**config.mk**
```make
export PLATFORM = sky130hd
export DESIGN_NAME = sync_tx_arbiter
export DESIGN_NICKNAME = d
export VERILOG_FILES = /design/src/rtl/sync_tx_arbiter.sv
export SDC_FILE = /design/constraint.sdc
export NUM_CORES = 1
export LEC_CHECK = 0
export CORE_ASPECT_RATIO = 0.5
export CORE_MARGIN = 4
export CORE_UTILIZATION = 47
export DETAILED_ROUTE_END_ITERATION = 12
export HOLD_SLACK_MARGIN = 0.1
export PLACE_DENSITY = 0.82
export REMOVE_ABC_BUFFERS = 1
export SETUP_SLACK_MARGIN = 0.1
export SLEW_MARGIN = 20
export SYNTH_ARGS = -nofsm -noshare
export SYNTH_HDL_FRONTEND = slang
export SYNTH_SLANG_ARGS = --single-unit
export TNS_END_PERCENT = 50
```
**constraint.sdc**
```tcl
create_clock -name CLK -period 3.26 [get_ports CLK]
set_clock_uncertainty 0.1 [all_clocks]
set_input_delay 0.652 -clock CLK [delete_from_list [all_inputs] [get_ports CLK]]
set_output_delay 0.652 -clock CLK [all_outputs]
set_load 0.01 [all_outputs]
```
**src/rtl/sync_tx_arbiter.sv**
```systemverilog
// Round-robin front end for a shared multi-bit CDC synchronizer: picks one requester,
// drives its byte onto the unsynchronized bus and frames it with enable + guard time.
module sync_tx_arbiter #(
  parameter int BUS_WIDTH   = 8,
  parameter int NUM_REQ     = 4,
  parameter int HOLD_CYCLES = 4,
  parameter int GAP_CYCLES  = 2
) (
  input  logic                           CLK,
  input  logic                           RST,
  input  logic                           Arb_En,
  input  logic [NUM_REQ-1:0]             Req,
  input  logic [NUM_REQ*BUS_WIDTH-1:0]   Req_Data,
  output logic [NUM_REQ-1:0]             Grant,
  output logic [BUS_WIDTH-1:0]           Unsync_Bus,
  output logic                           Bus_Enable,
  output logic                           Busy,
  output logic [$clog2(NUM_REQ)-1:0]     Grant_Id
);
  localparam int ID_W  = $clog2(NUM_REQ);
  localparam int MAXC  = (HOLD_CYCLES > GAP_CYCLES) ? HOLD_CYCLES : GAP_CYCLES;
  localparam int CW    = $clog2(MAXC) + 1;
  localparam logic [CW-1:0] HOLD_LOAD = CW'(HOLD_CYCLES - 1);
  localparam logic [CW-1:0] GAP_LOAD  = (GAP_CYCLES > 0) ? CW'(GAP_CYCLES - 1) : '0;

  typedef enum logic [1:0] {IDLE, HOLD, GAP} state_t;

  state_t                             state;
  logic [CW-1:0]                      cnt;
  logic [ID_W-1:0]                    ptr;
  logic [ID_W-1:0]                    win;
  logic [ID_W-1:0]                    idx;
  logic                               found;
  logic [NUM_REQ-1:0][BUS_WIDTH-1:0]  req_words;

  assign req_words = Req_Data;

  // Search starts one past the last winner so every pending requester gets a turn.
  always_comb begin
    win   = ptr;
    idx   = ptr;
    found = 1'b0;
    for (int k = 1; k <= NUM_REQ; k++) begin
      idx = ID_W'((int'(ptr) + k) % NUM_REQ);
      if (!found && Req[idx]) begin
        win   = idx;
        found = 1'b1;
      end
    end
  end

  always_ff @(posedge CLK) begin
    if (RST) begin
      state      <= IDLE;
      cnt        <= '0;
      ptr        <= ID_W'(NUM_REQ - 1);
      Grant      <= '0;
      Unsync_Bus <= '0;
      Bus_Enable <= 1'b0;
      Busy       <= 1'b0;
      Grant_Id   <= '0;
    end else begin
      Grant <= '0;
      case (state)
        IDLE: begin
          if (Arb_En && found) begin
            Unsync_Bus <= req_words[win];
            Bus_Enable <= 1'b1;
            Busy       <= 1'b1;
            Grant      <= NUM_REQ'(1) << win;
            Grant_Id   <= win;
            ptr        <= win;
            cnt        <= HOLD_LOAD;
            state      <= HOLD;
          end
        end
        HOLD: begin
          if (cnt == '0) begin
            Bus_Enable <= 1'b0;
            if (GAP_CYCLES > 0) begin
              cnt   <= GAP_LOAD;
              state <= GAP;
            end else begin
              Busy  <= 1'b0;
              state <= IDLE;
            end
          end else begin
            cnt <= cnt - 1'b1;
          end
        end
        GAP: begin
          // Bus stays put here so the destination's late sample still sees stable data.
          if (cnt == '0) begin
            Busy  <= 1'b0;
            state <= IDLE;
          end else begin
            cnt <= cnt - 1'b1;
          end
        end
        default: state <= IDLE;
      endcase
    end
  end
endmodule

```
==> reports/results.ini <==
[synthesis]
synth_top_cell_area_share_pct = 32.31
synthArstFlopShare_pct = 0
netlist_top_cells_area = dfxtp_1, mux2i_1, o211ai_2, a21o_1, ha_1
synth_most_common_cell = dfxtp_1
netlist_area_um2 = 1425
synth_cell_type_count = 42
ys_seq_area_share_pct = 32.31
ys_ff_latch = 23
syn_inst = 159
synth_edf_count = 0
yosys_warnings = 0
yosysTopAreaCell = dfxtp_1
yosys-top-cells-count = dfxtp_1, nand2_1, nor2_1, a21o_1, mux2i_1
synth-main-ff-cell = dfxtp_1
avgSynthCellArea_um2 = 8.963

[sta]
tns_ns = 0
tightestPinTransition_ns = 0.5510
hold_slack_ns = 0.3452
slew_headroom_pct = 63.15
fin_crit_ns = 2.431
slew_viol_final = 0
hold_violations = 0
grt_setup_unrepaired = false
timing.final.crit_share_pct = 74.57
max_freq_mhz = 411.3
finalSetupViolations = 0
layout_setup_ws_ns = 0.8289

[grt]
grt_max_degree = 14
gr-usage-all-layers_pct = 19.21
grt-ovfl-total = 0
antenna_found_initial = 0
grt_pass1_vias = 1288
grt_pass1_wl_mm = 5.996

[die]
dieArea_um2 = 4031
fp.dieH_um = 46.94
die_w_um = 85.88
io_pins = 55
core-area_um2 = 2733
rows = 13
initial_utilization_pct = 52.15

[clock_network]
clock_sinks = 23
cts_buffers = 3
cts_tree = yes
insertion_delay_ns = 0.27
cts_setup_buffers = 0
clock_path_buffers = 2
clkTransAtPathRegs_ns = 0.08
htree_levels = 1
holdBufCountCts = 0
cts_resized = 0
clock-root-buffer = clkbuf_8

[drt]
met2_length_mm = 1.713
first_pass_iters = 4
met3_length_um = 293
wl_met1_mm = 1.715
top_layer = met4
wl_mm = 3.751
drtAntennaViolNets = 0
dr_total_vias = 1386
drc = 0
viasPerCell = 5.522
drt_iter0_drc = 61
wl_per_cell_um = 14.94

[hold_path]
min_from = Grant_Id[1]
hold_class = register to register

[finish]
final_util_pct = 74.59
syn_to_final_growth_pct = 43.02
drive_above_1_share_pct = 10.75
antenna_cells = 0
nets = 260

[worst_setup_path]
critical_path.max_fanout = 9
r2r_start = ptr[1]
required_ns = 3.32
critPathCaptureType = register
start_kind = input port
cp.arrival_ns = 2.49
setup.worst_path.class = input port to register
crit_start = Req[2]

[power]
p_leak_uw = 0.0008403
vdd_ir_drop_max_uv = 300.3
p_per_area_nw_per_um2 = 456.9

[status]
outcome = complete, no violations

[job]
maxCapViolCount = 0

[placed_design]
dp_slack_ns = 0.5712
io_buffers = 54
dp_hpwl_mm = 2.963
place.gp.congestion = 0.8140

registers in the layout (all words and copies together), names as in the netlist:
| register | flops |
|---|---|
| Unsync_Bus | 8 |
| Grant | 4 |
| cnt | 3 |
| Grant_Id | 2 |
| ptr | 2 |
| state | 2 |
| Bus_Enable | 1 |
| Busy | 1 |
final cells by class:
cell class                      instances  area [µm²]
Fill cell                             219       694.4
Multi-Input combinational cell        126       914.6
Clock buffer                            3       41.29
Inverter                                6       22.52
Sequential cell                        23       460.4
Tap cell                               37       46.29
Clock inverter                          1       5.005
Timing Repair Buffer                   55       548.0
logic make-up after synthesis:
kind of cell | Yosys count | synth area share [%]
buffers and inverters | 10 | 3.511
DFF | 23 | 32.31
adders and majority gates | 6 | 5.268
and+or+nand+nor | 63 | 22.91
muxes | 10 | 7.024
AOI/OAI and AO/OA | 47 | 28.97
metal layers:
layer | global-route usage (%) | vias to the layer above
met4 | 5.678 | 0
met5 | 0 | -
met2 | 33.23 | 51
li1 | - | 699
met1 | 23.40 | 630
met3 | 6.655 | 6
where the power goes:
group          switching (µW)  internal [µW]
clock network            95.1           85.5
registers                30.8            325
logic                     191            204
total                     317            614
path summary, 6_finish.rpt:
check                                endpoint  slack, ns  cells after the start
worst max-delay path            Unsync_Bus[6]       0.83                      7
worst min-delay path              Grant_Id[1]       0.35                      2
worst max register to register  Unsync_Bus[6]       1.34                      6
worst min register to register    Grant_Id[1]       0.35                      2
stage by stage:
stage | cells | cell area, µm² | power [µW]
floorplan | 155 | 1398 | 596.7
global placement | 247 | 1992 | 750.0
detailed placement | 247 | 1992 | 757.5
CTS | 251 | 2038 | 938.3
global route | 251 | 2038 | 990.8
finish | 251 | 2038 | 931.4
layout by cell type (no fill, tap or decap), types with 2 or more instances in the layout:
cell             count
nand2_1             19
dfxtp_1             23
a21oi_2              2
ha_1                 6
o21ai_0              3
nor3_1               3
a22oi_1              2
inv_1                6
and2_1               2
o31ai_1              8
mux2i_1             10
a21o_1              10
clkdlybuf4s50_1     54
nor2_1              18
a21oi_1              3
nand4_1              7
o211ai_2             7
o211ai_1             2
clkbuf_8             3
nand2b_1             4
critical path: stages:
cell,delay (ns)
clkdlybuf4s50_1,0.60
nor2_1,0.08
and2_1,0.26
nor3_2,0.28
buf_4,0.24
mux2i_1,0.27
o211ai_2,0.10
Note: power is estimated with default switching activity, not from simulation.
